==> src/rtl/cpu_ctrl_pkg.sv <==
// Shared encodings for the multi-cycle controller: ALU op codes, opcode/funct fields,
// datapath mux selects and the FSM state type.
package cpu_ctrl_pkg;

  localparam logic [3:0] ALU_ADD  = 4'b1000;
  localparam logic [3:0] ALU_AND  = 4'b1100;
  localparam logic [3:0] ALU_SUB  = 4'b1001;
  localparam logic [3:0] ALU_OR   = 4'b0100;
  localparam logic [3:0] ALU_SLL1 = 4'b1011;
  localparam logic [3:0] ALU_SRL1 = 4'b1010;
  localparam logic [3:0] ALU_SRA1 = 4'b0010;
  localparam logic [3:0] ALU_ADDU = 4'b0110;
  localparam logic [3:0] ALU_SLT  = 4'b1111;

  localparam logic [5:0] OP_RTYPE = 6'b000000;
  localparam logic [5:0] OP_LW    = 6'b100011;
  localparam logic [5:0] OP_SW    = 6'b101011;
  localparam logic [5:0] OP_ADDI  = 6'b001000;
  localparam logic [5:0] OP_BLT   = 6'b000111;
  localparam logic [5:0] OP_J     = 6'b000010;

  localparam logic [5:0] F_ADD  = 6'b100000;
  localparam logic [5:0] F_ADDU = 6'b100001;
  localparam logic [5:0] F_SUB  = 6'b100010;
  localparam logic [5:0] F_AND  = 6'b100100;
  localparam logic [5:0] F_OR   = 6'b100101;
  localparam logic [5:0] F_SLL1 = 6'b000000;
  localparam logic [5:0] F_SRL1 = 6'b000010;
  localparam logic [5:0] F_SRA1 = 6'b000011;
  localparam logic [5:0] F_SLT  = 6'b101010;

  localparam logic [1:0] SRC_B_RT     = 2'd0;
  localparam logic [1:0] SRC_B_FOUR   = 2'd1;
  localparam logic [1:0] SRC_B_IMM    = 2'd2;
  localparam logic [1:0] SRC_B_IMM_SH = 2'd3;

  localparam logic [1:0] PC_SRC_ALU    = 2'd0;
  localparam logic [1:0] PC_SRC_ALUOUT = 2'd1;
  localparam logic [1:0] PC_SRC_JUMP   = 2'd2;

  localparam logic [1:0] WB_SEL_ALUOUT = 2'd0;
  localparam logic [1:0] WB_SEL_MDR    = 2'd1;
  localparam logic [1:0] WB_SEL_SLT    = 2'd2;

  typedef enum logic [3:0] {
    S_FETCH, S_DECODE, S_EXEC_R, S_WB_R, S_EXEC_I, S_WB_I,
    S_MEM_RD, S_WB_MEM, S_MEM_WR, S_BRANCH, S_JUMP, S_TRAP
  } state_t;

endpackage

==> src/rtl/alu_func_decoder.sv <==
// Combinational R-type funct decoder: ALU op code, SLT marker and a validity flag.
module alu_func_decoder
  import cpu_ctrl_pkg::*;
(
  input  logic [5:0] funct,
  output logic [3:0] alu_control,
  output logic       is_slt,
  output logic       valid
);

  always_comb begin
    alu_control = 4'b0000;
    is_slt      = 1'b0;
    valid       = 1'b1;
    case (funct)
      F_ADD:   alu_control = ALU_ADD;
      F_ADDU:  alu_control = ALU_ADDU;
      F_SUB:   alu_control = ALU_SUB;
      F_AND:   alu_control = ALU_AND;
      F_OR:    alu_control = ALU_OR;
      F_SLL1:  alu_control = ALU_SLL1;
      F_SRL1:  alu_control = ALU_SRL1;
      F_SRA1:  alu_control = ALU_SRA1;
      F_SLT: begin
        alu_control = ALU_SLT;
        is_slt      = 1'b1;
      end
      default: valid = 1'b0;
    endcase
  end

endmodule

==> src/rtl/multicycle_ctrl.sv <==
// Multi-cycle control FSM: sequences fetch/decode/execute/memory/writeback and drives
// the ALU op code and every datapath strobe as a Moore decode of the state register.
module multicycle_ctrl
  import cpu_ctrl_pkg::*;
#(
  parameter int MEM_WAIT_MAX = 15,
  parameter int CNT_W        = 32
) (
  input  logic             clk,
  input  logic             rst,
  input  logic [5:0]       opcode,
  input  logic [5:0]       funct,
  input  logic             zero,
  input  logic             mem_ready,
  output logic [3:0]       alu_control,
  output logic             alu_src_a,
  output logic [1:0]       alu_src_b,
  output logic             pc_write,
  output logic [1:0]       pc_src,
  output logic             mem_req,
  output logic             mem_we,
  output logic             i_or_d,
  output logic             ir_write,
  output logic             reg_write,
  output logic             reg_dst,
  output logic [1:0]       wb_sel,
  output logic             illegal,
  output logic             bus_error,
  output logic [CNT_W-1:0] instr_count
);

  localparam int WAIT_W = $clog2(MEM_WAIT_MAX + 1);
  localparam logic [WAIT_W-1:0] WAIT_LAST = WAIT_W'(MEM_WAIT_MAX - 1);

  state_t            state;
  logic [WAIT_W-1:0] wait_cnt;
  logic [3:0]        r_alu_op;
  logic              r_is_slt;
  logic              r_valid;

  alu_func_decoder u_func_dec (
    .funct       (funct),
    .alu_control (r_alu_op),
    .is_slt      (r_is_slt),
    .valid       (r_valid)
  );

  always_ff @(posedge clk) begin
    if (rst) begin
      state       <= S_FETCH;
      wait_cnt    <= '0;
      instr_count <= '0;
      illegal     <= 1'b0;
      bus_error   <= 1'b0;
    end else begin
      case (state)
        // All three memory states share the timeout; the counter only runs in them
        S_FETCH, S_MEM_RD, S_MEM_WR: begin
          if (mem_ready) begin
            wait_cnt <= '0;
            case (state)
              S_FETCH:  state <= S_DECODE;
              S_MEM_RD: state <= S_WB_MEM;
              default: begin
                state       <= S_FETCH;
                instr_count <= instr_count + CNT_W'(1);
              end
            endcase
          end else if (wait_cnt == WAIT_LAST) begin
            state     <= S_TRAP;
            bus_error <= 1'b1;
          end else begin
            wait_cnt <= wait_cnt + WAIT_W'(1);
          end
        end
        S_DECODE: begin
          wait_cnt <= '0;
          case (opcode)
            OP_RTYPE:             state <= S_EXEC_R;
            OP_LW, OP_SW, OP_ADDI: state <= S_EXEC_I;
            OP_BLT:               state <= S_BRANCH;
            OP_J:                 state <= S_JUMP;
            default: begin
              state   <= S_TRAP;
              illegal <= 1'b1;
            end
          endcase
        end
        S_EXEC_R: begin
          wait_cnt <= '0;
          if (r_valid) begin
            state <= S_WB_R;
          end else begin
            state   <= S_TRAP;
            illegal <= 1'b1;
          end
        end
        S_EXEC_I: begin
          wait_cnt <= '0;
          case (opcode)
            OP_ADDI: state <= S_WB_I;
            OP_LW:   state <= S_MEM_RD;
            OP_SW:   state <= S_MEM_WR;
            default: begin
              state   <= S_TRAP;
              illegal <= 1'b1;
            end
          endcase
        end
        S_WB_R, S_WB_I, S_WB_MEM, S_BRANCH, S_JUMP: begin
          wait_cnt    <= '0;
          state       <= S_FETCH;
          instr_count <= instr_count + CNT_W'(1);
        end
        default: begin
          wait_cnt <= '0;
          state    <= S_TRAP;
        end
      endcase
    end
  end

  // Reset overrides the decode so nothing leaves the controller in the cycle rst rises
  always_comb begin
    alu_control = 4'b0000;
    alu_src_a   = 1'b0;
    alu_src_b   = SRC_B_RT;
    pc_write    = 1'b0;
    pc_src      = PC_SRC_ALU;
    mem_req     = 1'b0;
    mem_we      = 1'b0;
    i_or_d      = 1'b0;
    ir_write    = 1'b0;
    reg_write   = 1'b0;
    reg_dst     = 1'b0;
    wb_sel      = WB_SEL_ALUOUT;
    if (!rst) begin
      case (state)
        S_FETCH: begin
          mem_req     = 1'b1;
          alu_src_b   = SRC_B_FOUR;
          alu_control = ALU_ADD;
          ir_write    = mem_ready;
          pc_write    = mem_ready;
        end
        S_DECODE: begin
          alu_src_b   = SRC_B_IMM_SH;
          alu_control = ALU_ADD;
        end
        S_EXEC_R: begin
          alu_src_a   = 1'b1;
          alu_control = r_alu_op;
        end
        S_WB_R: begin
          reg_write = 1'b1;
          reg_dst   = 1'b1;
          wb_sel    = r_is_slt ? WB_SEL_SLT : WB_SEL_ALUOUT;
        end
        S_EXEC_I: begin
          alu_src_a   = 1'b1;
          alu_src_b   = SRC_B_IMM;
          alu_control = ALU_ADD;
        end
        S_WB_I:   reg_write = 1'b1;
        S_MEM_RD: begin
          mem_req = 1'b1;
          i_or_d  = 1'b1;
        end
        S_WB_MEM: begin
          reg_write = 1'b1;
          wb_sel    = WB_SEL_MDR;
        end
        S_MEM_WR: begin
          mem_req = 1'b1;
          mem_we  = 1'b1;
          i_or_d  = 1'b1;
        end
        S_BRANCH: begin
          alu_src_a   = 1'b1;
          alu_control = ALU_SLT;
          pc_src      = PC_SRC_ALUOUT;
          pc_write    = zero;
        end
        S_JUMP: begin
          pc_src   = PC_SRC_JUMP;
          pc_write = 1'b1;
        end
        default: ;
      endcase
    end
  end

endmodule

==> config.mk <==
export PLATFORM = sky130hd
export DESIGN_NAME = multicycle_ctrl
export DESIGN_NICKNAME = d
export VERILOG_FILES = /design/src/rtl/cpu_ctrl_pkg.sv /design/src/rtl/alu_func_decoder.sv /design/src/rtl/multicycle_ctrl.sv
export SDC_FILE = /design/constraint.sdc
export NUM_CORES = 1
export LEC_CHECK = 0
export ABC_CLOCK_PERIOD_IN_PS = 3800
export BUFFER_PORTS_ARGS = -buffer_cell sky130_fd_sc_hd__clkbuf_2
export CAP_MARGIN = 0
export CORE_AREA = 2 2 102 55
export CTS_BUF_LIST = sky130_fd_sc_hd__clkbuf_8
export DETAILED_ROUTE_END_ITERATION = 6
export DIE_AREA = 0 0 104 57
export GPL_TIMING_DRIVEN = 1
export PLACE_DENSITY = 0.81
export SETUP_SLACK_MARGIN = 0.2
export SKIP_CTS_REPAIR_TIMING = 1
export SYNTH_ARGS = -nofsm -noshare
export SYNTH_HDL_FRONTEND = slang
export SYNTH_SLANG_ARGS = --single-unit
==> constraint.sdc <==
create_clock -name clk -period 3.8 [get_ports clk]
set_input_delay 1.14 -clock clk [delete_from_list [all_inputs] [get_ports clk]]
set_output_delay 1.14 -clock clk [all_outputs]
set_load 0.005 [all_outputs]
After elaboration in Yosys (flattened, before gate mapping)
Index checks and enable logic that the tools add are counted.
{"block": "totals", "ff_bits": 42, "inputBits": 16}
{"block": "op_classes", "n_addsub": 2, "n_eq_ne": 30, "n_mux": 42, "bitwise": 2, "reduce_logical": 19}
{"operator": "two-way mux 32 bit", "count": 2}
{"operator": "case mux 32 bit (2 select lines)", "count": 1}
{"operator": "equality test 6 bit (second input constant)", "count": 8}
{"operator": "case mux 4 bit (9 select lines)", "count": 1}
{"operator": "adder 32 x 1 -> 32 bit (second input constant)", "count": 1}
{"operator": "case mux 4 bit (3 select lines)", "count": 2}
{"operator": "two-way mux 1 bit", "count": 20}
{"operator": "case mux 4 bit (5 select lines)", "count": 1}
{"operator": "equality test 6 x 2 -> 1 bit (second input constant)", "count": 3}
{"operator": "OR reduction 3 bit", "count": 6}
{"operator": "equality test 4 x 3 -> 1 bit (second input constant)", "count": 4}
{"operator": "equality test 4 bit (second input constant)", "count": 4}
{"operator": "two-way mux 4 bit", "count": 4}
{"operator": "case mux 4 bit (4 select lines)", "count": 1}
{"operator": "logical NOT 6 bit", "count": 2}
{"operator": "OR reduction 9 bit", "count": 1}
{"operator": "equality test 4 x 2 -> 1 bit (second input constant)", "count": 2}
{"operator": "two-way mux 2 bit", "count": 4}
{"operator": "inequality test 2 bit (second input constant)", "count": 4}
{"operator": "case mux 2 bit (2 select lines)", "count": 2}
{"operator": "equality test 6 x 3 -> 1 bit (second input constant)", "count": 1}
{"operator": "equality test 6 x 4 -> 1 bit (second input constant)", "count": 1}
{"operator": "case mux 1 bit (3 select lines)", "count": 2}
{"operator": "case mux 2 bit (3 select lines)", "count": 1}
{"operator": "other kinds (14)", "count": 17}

Depth between registers and ports, before layout
Gate-level depths: netlist (run 1).
{"block": "depth", "depth_word": 5, "depth_mapped": 8, "mapped_depth_nobuf": 6}

Cells and area by module
Synthesis (run 1) repeated with hierarchy kept, for this count alone.
{"block": "hier_totals", "hier_cells": 362, "hier_area_um2": 2742.6}
{"mod": "multicycle_ctrl", "n_inst": 1, "cells_each": 337, "area_per_inst_um2": 2556.2, "seq_area_each_um2": 840.8}
{"mod": "alu_func_decoder", "n_inst": 1, "cells_each": 25, "area_per_inst_um2": 186.4, "seq_area_each_um2": 0.0}

Least setup slack after synthesis (run 1)
Ideal clock, no wire load.
{"block": "synth_path", "path_type": "input to output", "startpoint": "input port funct[5]", "endpoint": "output port alu_control[0]", "arrival_time_ps": 2404, "required_ps": 2660, "path_slack_ps": 256, "stages": 6, "cell_sequence": "clkbuf_1 -> nor2b_1 -> o21ba_2 -> o21bai_1 -> or3_1 -> o32ai_1"}
{"block": "synth_between", "elab_chain_len": 4}
{"element": "start, declared", "line": "multicycle_ctrl.sv:12", "source": "input logic [5:0] funct,"}
{"element": "equality test 6 bit, or another cell as far along", "line": "alu_func_decoder.sv:15", "source": "case (funct)"}
{"element": "case mux 4 bit (9 select lines) (*)", "line": "alu_func_decoder.sv:15"}
{"element": "case mux 4 bit (3 select lines) (*)", "line": "multicycle_ctrl.sv:138", "source": "case (state)"}
{"element": "two-way mux 4 bit (*)", "line": "multicycle_ctrl.sv:137", "source": "if (!rst) begin"}
{"element": "end, declared", "line": "multicycle_ctrl.sv:15", "source": "output logic [3:0] alu_control,"}
Every way passes the cells marked *; elsewhere a longest branch is shown, timed or not.

Worst setup path after layout (run 1)
{"block": "layout_path", "startpoint": "input port funct[2]", "endpoint": "output port alu_control[0]"}
The elaborated chain is that of the path after synthesis.

==> results of run 1 <==
-- logic make-up (layout without fill, tap and decap cells) --
kind of cell    count (synthesis)  in the layout
fa+ha+maj                       3              3
buf+inv                        32             96
compound gates                110            110
flops                          42             42
simple gates                  157            157
xor+xnor                       11             11
-- through the flow --
| step | instances | setup WS [ns] | area [sq um] | total power, mW | util [%] |
|---|---|---|---|---|---|
| 2_1_floorplan | 355 | 0.256 | 2680 | 0.882 | - |
| 6_report | 492 | 0.183 | 3250 | 1.43 | 63.4 |
| 3_5_place_dp | 484 | 0.0869 | 3100 | 1.05 | 60.3 |
| 4_1_cts | 491 | 0.0710 | 3210 | 1.41 | 62.5 |
| 3_3_place_gp | 484 | 0.0891 | 3100 | 1.05 | 60.3 |
| 5_1_grt | 492 | 0.125 | 3250 | 1.51 | 63.4 |
-- state kept, by name (all words and copies together) (netlist names) --
signal,cells
bus_error,1
illegal,1
state,4
wait_cnt,4
instr_count,32
-- final cells by class --
type / count / area [sq um]
fill: 467 / 1880
multi-input combinational: 281 / 1750
sequential: 42 / 841
timing repair buffer: 77 / 413
tap: 73 / 91.3
clock buffer: 6 / 82.6
inverter: 12 / 45.0
clock inverter: 1 / 30.0
-- layer usage --
layer	wire (microns)	part of all wire, %	global-route usage (%)
met4	71	0.92	5.98
met1	3790	49	40.1
met5	0	0	0
met2	3050	40	34.4
met3	780	10	6.51
-- where the power goes --
part | switching (mW) | internal, mW
Combinational | 0.363 | 0.214
Sequential | 0.0208 | 0.468
Clock | 0.156 | 0.210
-- cells in the mapped netlist, drive strengths merged (2+ instances only) --
library cell | number | area, sq um
xor2 | 4 | 35.0
buf | 4 | 18.8
or4 | 11 | 82.6
nand3 | 15 | 75.1
a21oi | 36 | 191
nand3b | 2 | 15.0
nor3 | 14 | 75.1
and2 | 3 | 18.8
a31oi | 5 | 31.3
xnor2 | 7 | 61.3
o2111ai | 2 | 17.5
nor4b | 2 | 17.5
a32oi | 2 | 17.5
a2111oi | 2 | 23.8
o22ai | 2 | 12.5
nor4 | 3 | 18.8
dfxtp | 42 | 841
nor2b | 4 | 25.0
and4 | 3 | 26.3
ha | 3 | 37.5
clkbuf | 16 | 61.3
o21ai | 20 | 104
nand2b | 4 | 25.0
nor3b | 2 | 15.0
o41ai | 4 | 35.0
or3 | 14 | 87.6
nand2 | 31 | 119
or4b | 3 | 30.0
a211oi | 7 | 52.6
nor2 | 31 | 116
and3 | 2 | 12.5
inv | 11 | 41.3
a21o | 3 | 22.5
nand4 | 10 | 68.8
or2 | 2 | 12.5
o31ai | 12 | 90.1
-- final timing paths --
check | to | startpoint | slack [ns]
min | illegal | illegal | 0.48
max reg2reg | instr_count[19] | state[3] | 1.36
min reg2reg | illegal | illegal | 0.48
max | alu_control[0] | funct[2] | 0.18
-- worst max-delay path: stages --
cell and delay (ns):
clkbuf_2 0.12, or2_4 0.27, a21oi_2 0.12, o21bai_1 0.09, or3_4 0.34, o32ai_2 0.25, buf_2 0.15
==> qor.tcl, run 1 <==
set qor(setup.worst_path.end_class) {output pin}
set qor(start_kind) {input pin}
set qor(detail_route.wl_per_cell_microns) 15.6
set qor(synth_unique_cells) 62
set qor(post_synth_xor_area_fraction_pct) 3.59
set qor(drv_cap) 0
set qor(cts_inserted_buffers) 5
set qor(core_area_sq_um) 5130
set qor(vias_per_cell) 6.24
set qor(num_antenna_cells) 0
set qor(drt_first_iter_violations) 380
set qor(synthToLayoutAreaGrowth_pct) 21.4
set qor(clock_tree.htree_level_count) 2
set qor(global_route_congestion_overflow_total) 0
set qor(tritoncts) {done}
set qor(post_synth_mux_area_share_pct) 0
set qor(fin_tns_setup_ns) 0
set qor(place_congestion) 0.891
set qor(final_cell_mix) {clkbuf_2, dfxtp_1, a21oi_1}
set qor(antenna_found_initial) 0
set qor(fmax_ghz) 0.276
set qor(critPathMaxFanout) 4
set qor(syn-instance-count) 355
set qor(std_cell_rows) 19
set qor(cts_max_path_buffers) 2
set qor(layout_commonest_cell) {clkbuf_2}
set qor(root_buffer) {clkbuf_8}
set qor(timing.hold.ws_ns) 0.482
set qor(postSynthRegisterBits) 42
set qor(final_nets) 438
set qor(finalWirelength_microns) 7700
set qor(number_of_enable_type_register_cells_in_the_synthesized_netlist) 0
set qor(report.final.slew_viol_count) 0
set qor(max_slew_headroom_pct) 61.1
set qor(num_vias) 3070
set qor(postSynthAreaPerCell_sq_um) 7.55
set qor(ys.warnings.count) 0
set qor(post-route-drc-count) 0
set qor(clkLatencyLatePin_ns) 0.30
set qor(worst-setup-path-type) {in2out}
set qor(max_slew.worst_pin.slew_ns) 0.575
set qor(final_hold_viol_count) 0
set qor(clock_period_minus_final_worst_setup_slack_ns) 3.62
set qor(clkSinkCount) 42
set qor(worstHoldPathType) {reg2reg}
set qor(starting_density_of_the_core_pct) 52.2
set qor(cp.arrival_ns) 2.48
set qor(post_synth_and_or_nand_nor_area_fraction_pct) 31.7
set qor(cellPowerDensity_nw_per_um2) 440
set qor(syn_nets) 374
set qor(ir_drop_v) 0.000225
set qor(maximum_number_of_pins_on_one_net_before_global_route_repair) 30
set qor(clock_skews_ns) 0.00283
set qor(compound_gate_portion_of_the_synthesized_area_pct) 27.3
set qor(period_share_pct) 95.2
set qor(place_hpwl_microns) 5590
set qor(setup_violations) 0
set qor(grt_setup_unrepaired) {true}
set qor(die-area_sq_um) 5930
set qor(synth-adder-area-share_pct) 1.40
set qor(grt_pass1_wl_microns) 12400
set qor(result_of_the_run) {finished, final reports clean}
set qor(numPortBuffers) 67
set qor(largest_family_of_logic_cells_by_synthesized_area) {simple AND/OR/NAND/NOR gates}
set qor(num_io_pins) 68
set qor(ys_seq_area_share_pct) 31.4
set qor(final_layout_size_suffix_gt1_share_pct) 24.1
set qor(fraction_of_registers_with_async_set_reset_pct) 0
set qor(cp_data_required_time_ns) 2.66
set qor(die_width_microns) 104
set qor(die_height_microns) 57
set qor(dominantRegCellSynth) {dfxtp_1}
set qor(grt_pass1_vias) 2586
set qor(hold-path-cell-count) 1
set qor(route.antenna.remaining_nets) 0
set qor(gr-usage-all-layers_pct) 25.5
set qor(worst_setup_hold_path_clk_slew_ns) 0.08
set qor(netlist_area_sq_um) 2680
set qor(timing.reg2reg.worst_path_depth) 6
set qor(firstDrtPassIters) 4
set qor(leakagePower_nw) 1.20
(Power assumes the default switching activity.)
==> run 2, diff against run 1 <==
- GPL_TIMING_DRIVEN: 1 -> unset
- RECOVER_POWER: unset -> 100
==> qor.tcl, run 2 (synthesis results as in run 1) <==
set qor(largest_register_ff_count) 32 ;# unchanged
set qor(tritoncts) {done} ;# unchanged
set qor(clkLatencyLatePin_ns) 0.30 ;# about the same
set qor(setup.worst_path.end_class) {output pin} ;# unchanged
set qor(ir_drop_v) 0.000220 ;# was 0.000225 V
set qor(root_buffer) {clkbuf_8} ;# unchanged
set qor(worst-setup-path-type) {in2out} ;# unchanged
set qor(critPathMaxFanout) 4 ;# unchanged
set qor(max_slew_headroom_pct) 45.5 ;# was 61.1%
set qor(gr-usage-all-layers_pct) 25.5 ;# unchanged
set qor(core_area_sq_um) 5130 ;# unchanged
set qor(fin_tns_setup_ns) 0 ;# unchanged
set qor(vias_per_cell) 6.21 ;# was 6.24
set qor(max_flop_register) {instr_count} ;# unchanged
set qor(starting_density_of_the_core_pct) 52.2 ;# unchanged
set qor(cts_inserted_buffers) 5 ;# unchanged
set qor(drv_cap) 0 ;# unchanged
set qor(die_height_microns) 57 ;# unchanged
set qor(place_hpwl_microns) 5590 ;# unchanged
set qor(grt_setup_unrepaired) {true} ;# unchanged
set qor(setup_violations) 0 ;# unchanged
set qor(final_design_area_no_fill_sq_um) 3190 ;# was 3250 sq um
set qor(grt_pass1_wl_microns) 12400 ;# unchanged
set qor(final_hold_viol_count) 0 ;# unchanged
set qor(final_layout_size_suffix_gt1_share_pct) 17.4 ;# was 24.1%
set qor(std_cell_rows) 19 ;# unchanged
set qor(global_route_congestion_overflow_total) 0 ;# unchanged
set qor(drt_first_iter_violations) 325 ;# was 380
set qor(report.final.slew_viol_count) 0 ;# unchanged
set qor(antenna_found_initial) 0 ;# unchanged
set qor(place_congestion) 0.891 ;# unchanged
set qor(period_share_pct) 96.1 ;# was 95.2%
set qor(die_width_microns) 104 ;# unchanged
set qor(cp_data_required_time_ns) 2.66 ;# about the same
set qor(post-route-drc-count) 0 ;# unchanged
set qor(layout_commonest_cell) {clkbuf_2} ;# unchanged
set qor(clock_tree.htree_level_count) 2 ;# unchanged
set qor(numPortBuffers) 67 ;# unchanged
set qor(grt_pass1_vias) 2586 ;# unchanged
set qor(post-layout-total-power_mw) 1.41 ;# was 1.43 mW
set qor(placed_area_sq_um) 3100 ;# unchanged
set qor(clkSinkCount) 42 ;# unchanged
set qor(synthToLayoutAreaGrowth_pct) 19.0 ;# was 21.4%
set qor(maximum_number_of_pins_on_one_net_before_global_route_repair) 30 ;# unchanged
set qor(num_antenna_cells) 0 ;# unchanged
set qor(die-area_sq_um) 5930 ;# unchanged
set qor(detail_route.wl_per_cell_microns) 15.7 ;# was 15.6 microns
set qor(clock_skews_ns) 0.00343 ;# was 0.00283 ns
set qor(num_vias) 3055 ;# was 3070
set qor(start_kind) {input pin} ;# unchanged
set qor(final_cell_mix) {clkbuf_2, dfxtp_1, a21oi_1} ;# unchanged
set qor(worstHoldPathType) {reg2reg} ;# unchanged
set qor(firstDrtPassIters) 5 ;# was 4
set qor(max_slew.worst_pin.slew_ns) 0.818 ;# was 0.575 ns
set qor(cellPowerDensity_nw_per_um2) 441 ;# was 440 nW/um^2
set qor(cp.arrival_ns) 2.51 ;# was 2.48 ns
set qor(route.antenna.remaining_nets) 0 ;# unchanged
set qor(final_nets) 438 ;# unchanged
set qor(clock_period_minus_final_worst_setup_slack_ns) 3.65 ;# was 3.62 ns
set qor(num_io_pins) 68 ;# unchanged
set qor(finalWirelength_microns) 7740 ;# was 7700 microns
set qor(worst_setup_hold_path_clk_slew_ns) 0.08 ;# about the same
set qor(cts_max_path_buffers) 2 ;# unchanged
set qor(leakagePower_nw) 1.12 ;# was 1.20 nW
set qor(largestRegisters) {instr_count (32), state (4), wait_cnt (4)} ;# unchanged
set qor(result_of_the_run) {finished, final reports clean} ;# unchanged
set qor(fmax_ghz) 0.274 ;# was 0.276 GHz
[run 2: cell type report]
cell class / count / area, sq um
fillers: 489 / 1940
multi-input cells: 281 / 1720
flip-flops and latches: 42 / 841
repair buffers: 77 / 382
well taps: 73 / 91.3
clock buffers: 6 / 82.6
inverters: 12 / 45.0
clock inverters: 1 / 30.0
[run 2: report_power, final]
part / internal [mW] / switching [mW] / leakage (nW)
clock network: 0.210 / 0.157 / 0.0573
registers: 0.468 / 0.0210 / 0.340
logic: 0.199 / 0.351 / 0.719
[run 2: worst max-delay path, stage by stage]
cell	delay [ns]
clkbuf_2	0.11
or2_0	0.28
a21oi_2	0.14
o21bai_1	0.09
or3_4	0.34
o32ai_2	0.26
clkbuf_1	0.14
[run 2: stage by stage]
| stage | worst slack (ns) | util (%) | cells | hold slack (ns) |
|---|---|---|---|---|
| after floorplan | 0.256 | - | 355 | 0.456 |
| after global placement | 0.0891 | 60.3 | 484 | 0.451 |
| after detailed placement | 0.0869 | 60.3 | 484 | 0.458 |
| after CTS | 0.0710 | 62.5 | 491 | 0.480 |
| after global routing | 0.0764 | 62.1 | 492 | 0.489 |
| final | 0.150 | 62.1 | 492 | 0.483 |
[run 2: routing by layer]
layer	routed length, microns	vias to the layer above	GRT usage [%]
met5	0	-	0
met4	50	0	5.98
met3	732	7	6.51
met2	3110	158	34.4
met1	3850	1420	40.1
li1	-	1470	-
[run 2: path summary, 6_finish.rpt]
check	start	end	slack (ns)	cells after the start
min reg2reg	illegal	illegal	0.48	1
max reg2reg	state[0]	instr_count[19]	1.10	6
min	illegal	illegal	0.48	1
max	funct[2]	alu_control[0]	0.15	7
==> run 3, diff against run 2 <==
- GPL_TIMING_DRIVEN: unset -> 0
==> qor.tcl, run 3 (synthesis results as in run 1) <==
set qor(result_of_the_run) {finished, final reports clean} ;# unchanged
set qor(antenna_found_initial) 0 ;# unchanged
set qor(firstDrtPassIters) 5 ;# unchanged
set qor(hold_start) {illegal} ;# unchanged
set qor(tritoncts) {done} ;# unchanged
set qor(numPlacedInstances) 492 ;# was 484
set qor(grt_pass1_wl_microns) 12800 ;# was 12400 microns
set qor(grt_setup_unrepaired) {true} ;# unchanged
set qor(vias_per_cell) 6.25 ;# was 6.21
set qor(global_route_congestion_overflow_total) 0 ;# unchanged
set qor(route.antenna.remaining_nets) 0 ;# unchanged
set qor(setup.worst_path.end_class) {output pin} ;# unchanged
set qor(timing.hold.ws_ns) 0.474 ;# was 0.483 ns
set qor(final_hold_viol_count) 0 ;# unchanged
set qor(fill_cells) 477 ;# was 489
set qor(sequential_cell_area_sq_um) 841 ;# unchanged
set qor(detail_route.wl_per_cell_microns) 16.0 ;# was 15.7 microns
set qor(max_slew_headroom_pct) 57.4 ;# was 45.5%
set qor(report.final.slew_viol_count) 0 ;# unchanged
set qor(multi_input_comb_area_sq_um) 1750 ;# was 1720 sq um
set qor(final_design_area_no_fill_sq_um) 3220 ;# was 3190 sq um
set qor(fmax_ghz) 0.270 ;# was 0.274 GHz
set qor(die_width_microns) 104 ;# unchanged
set qor(clkSinkCount) 42 ;# unchanged
set qor(cp_data_required_time_ns) 2.66 ;# about the same
set qor(die-area_sq_um) 5930 ;# unchanged
set qor(clock_tree.htree_level_count) 2 ;# unchanged
set qor(post-route-drc-count) 0 ;# unchanged
set qor(maximum_number_of_pins_on_one_net_before_global_route_repair) 14 ;# was 30
set qor(core_area_sq_um) 5130 ;# unchanged
set qor(clock_skews_ns) 0.00457 ;# was 0.00343 ns
set qor(num_io_pins) 68 ;# unchanged
set qor(root_buffer) {clkbuf_8} ;# unchanged
set qor(grt_pass1_vias) 2627 ;# was 2586
set qor(num_vias) 3131 ;# was 3055
set qor(final_nets) 446 ;# was 438
set qor(leakagePower_nw) 1.09 ;# was 1.12 nW
set qor(r2r_start) {state[1]} ;# was state[0]
set qor(cp.arrival_ns) 2.57 ;# was 2.51 ns
set qor(worstHoldPathType) {reg2reg} ;# unchanged
set qor(cellPowerDensity_nw_per_um2) 422 ;# was 441 nW/um^2
set qor(clock_period_minus_final_worst_setup_slack_ns) 3.71 ;# was 3.65 ns
set qor(startpoint) {funct[2]} ;# unchanged
set qor(max_slew.worst_pin.slew_ns) 0.623 ;# was 0.818 ns
set qor(max_flop_register) {instr_count} ;# unchanged
set qor(numPortBuffers) 64 ;# was 67
set qor(placed_area_sq_um) 3090 ;# was 3100 sq um
set qor(starting_density_of_the_core_pct) 52.2 ;# unchanged
set qor(final_layout_size_suffix_gt1_share_pct) 17.3 ;# was 17.4%
set qor(num_antenna_cells) 0 ;# unchanged
set qor(place_hpwl_microns) 5940 ;# was 5590 microns
set qor(drt_first_iter_violations) 411 ;# was 325
set qor(clkLatencyLatePin_ns) 0.30 ;# about the same
set qor(place_congestion) 0.981 ;# was 0.891
set qor(layout_commonest_cell) {clkbuf_2} ;# unchanged
set qor(final_cell_mix) {clkbuf_2, dfxtp_1, a21oi_1} ;# unchanged
set qor(ir_drop_v) 0.000249 ;# was 0.000220 V
set qor(largest_register_ff_count) 32 ;# unchanged
set qor(finalWirelength_microns) 8010 ;# was 7740 microns
set qor(critPathMaxFanout) 4 ;# unchanged
set qor(largestRegisters) {instr_count (32), state (4), wait_cnt (4)} ;# unchanged
set qor(die_height_microns) 57 ;# unchanged
set qor(worst_setup_hold_path_clk_slew_ns) 0.08 ;# about the same
set qor(stdcell_count) 501 ;# was 492
set qor(gr-usage-all-layers_pct) 27.0 ;# was 25.5%
set qor(cts_max_path_buffers) 2 ;# unchanged
set qor(synthToLayoutAreaGrowth_pct) 20.1 ;# was 19.0%
set qor(std_cell_rows) 19 ;# unchanged
set qor(drv_cap) 0 ;# unchanged
set qor(cts_inserted_buffers) 5 ;# unchanged
set qor(period_share_pct) 97.6 ;# was 96.1%
set qor(start_kind) {input pin} ;# unchanged
set qor(worst-setup-path-type) {in2out} ;# unchanged
set qor(fin_tns_setup_ns) 0 ;# unchanged
set qor(setup_violations) 0 ;# unchanged
[run 3: changes by cell type in the layout (fill, tap and decap cells not counted), sizes merged]
cell	delta
clkinv	+1
buf	-3
bufinv	-1
clkinvlp	+1
clkbuf	+11
[run 3: critical path: stages]
cell,delay (ns)
buf_6,0.10
or2_4,0.27
a21oi_1,0.18
o21bai_2,0.11
or3_4,0.38
o32ai_4,0.26
clkbuf_2,0.15
[run 3: final cells by class]
type,instances,area share (%)
inverter,12,1.40
clock inverter,2,0.389
clock buffer,6,2.57
buffer,20,2.53
tap,73,2.84
multi-input combinational,281,54.3
sequential,42,26.1
timing repair buffer,65,9.83
[run 3: power by group]
group,switching (mW),internal (mW),total (mW),leakage (nW)
Clock,0.163,0.146,0.310,0.0472
Sequential,0.0255,0.468,0.494,0.340
Combinational,0.365,0.190,0.554,0.702
Total,0.553,0.804,1.36,1.09
[run 3: final timing paths]
kind,end,slack (ns),cells past startpoint
setup / recovery,alu_control[0],0.09,7
hold / removal,illegal,0.47,1
setup reg to reg,instr_count[17],1.16,8
hold reg to reg,illegal,0.47,1
[run 3: layer usage]
metal	part of all wire [%]	track usage, %	vias to the layer above	routed length [microns]
li1	-	-	1497	-
met1	49	42.3	1441	3940
met2	38	35.5	180	3010
met3	12	7.66	13	975
met4	1.1	7.14	0	88
met5	0	0	-	0
[run 3: metrics by stage]
| step | util (%) | setup slack (ns) | total power [mW] |
|---|---|---|---|
| 3_3_place_gp | 60.2 | -0.000439 | 1.04 |
| 6_report | 62.7 | 0.0896 | 1.36 |
| 2_1_floorplan | - | 0.256 | 0.882 |
| 5_1_grt | 62.7 | 0.0496 | 1.43 |
| 3_5_place_dp | 60.2 | -0.0555 | 1.04 |
| 4_1_cts | 62.1 | -0.0552 | 1.34 |
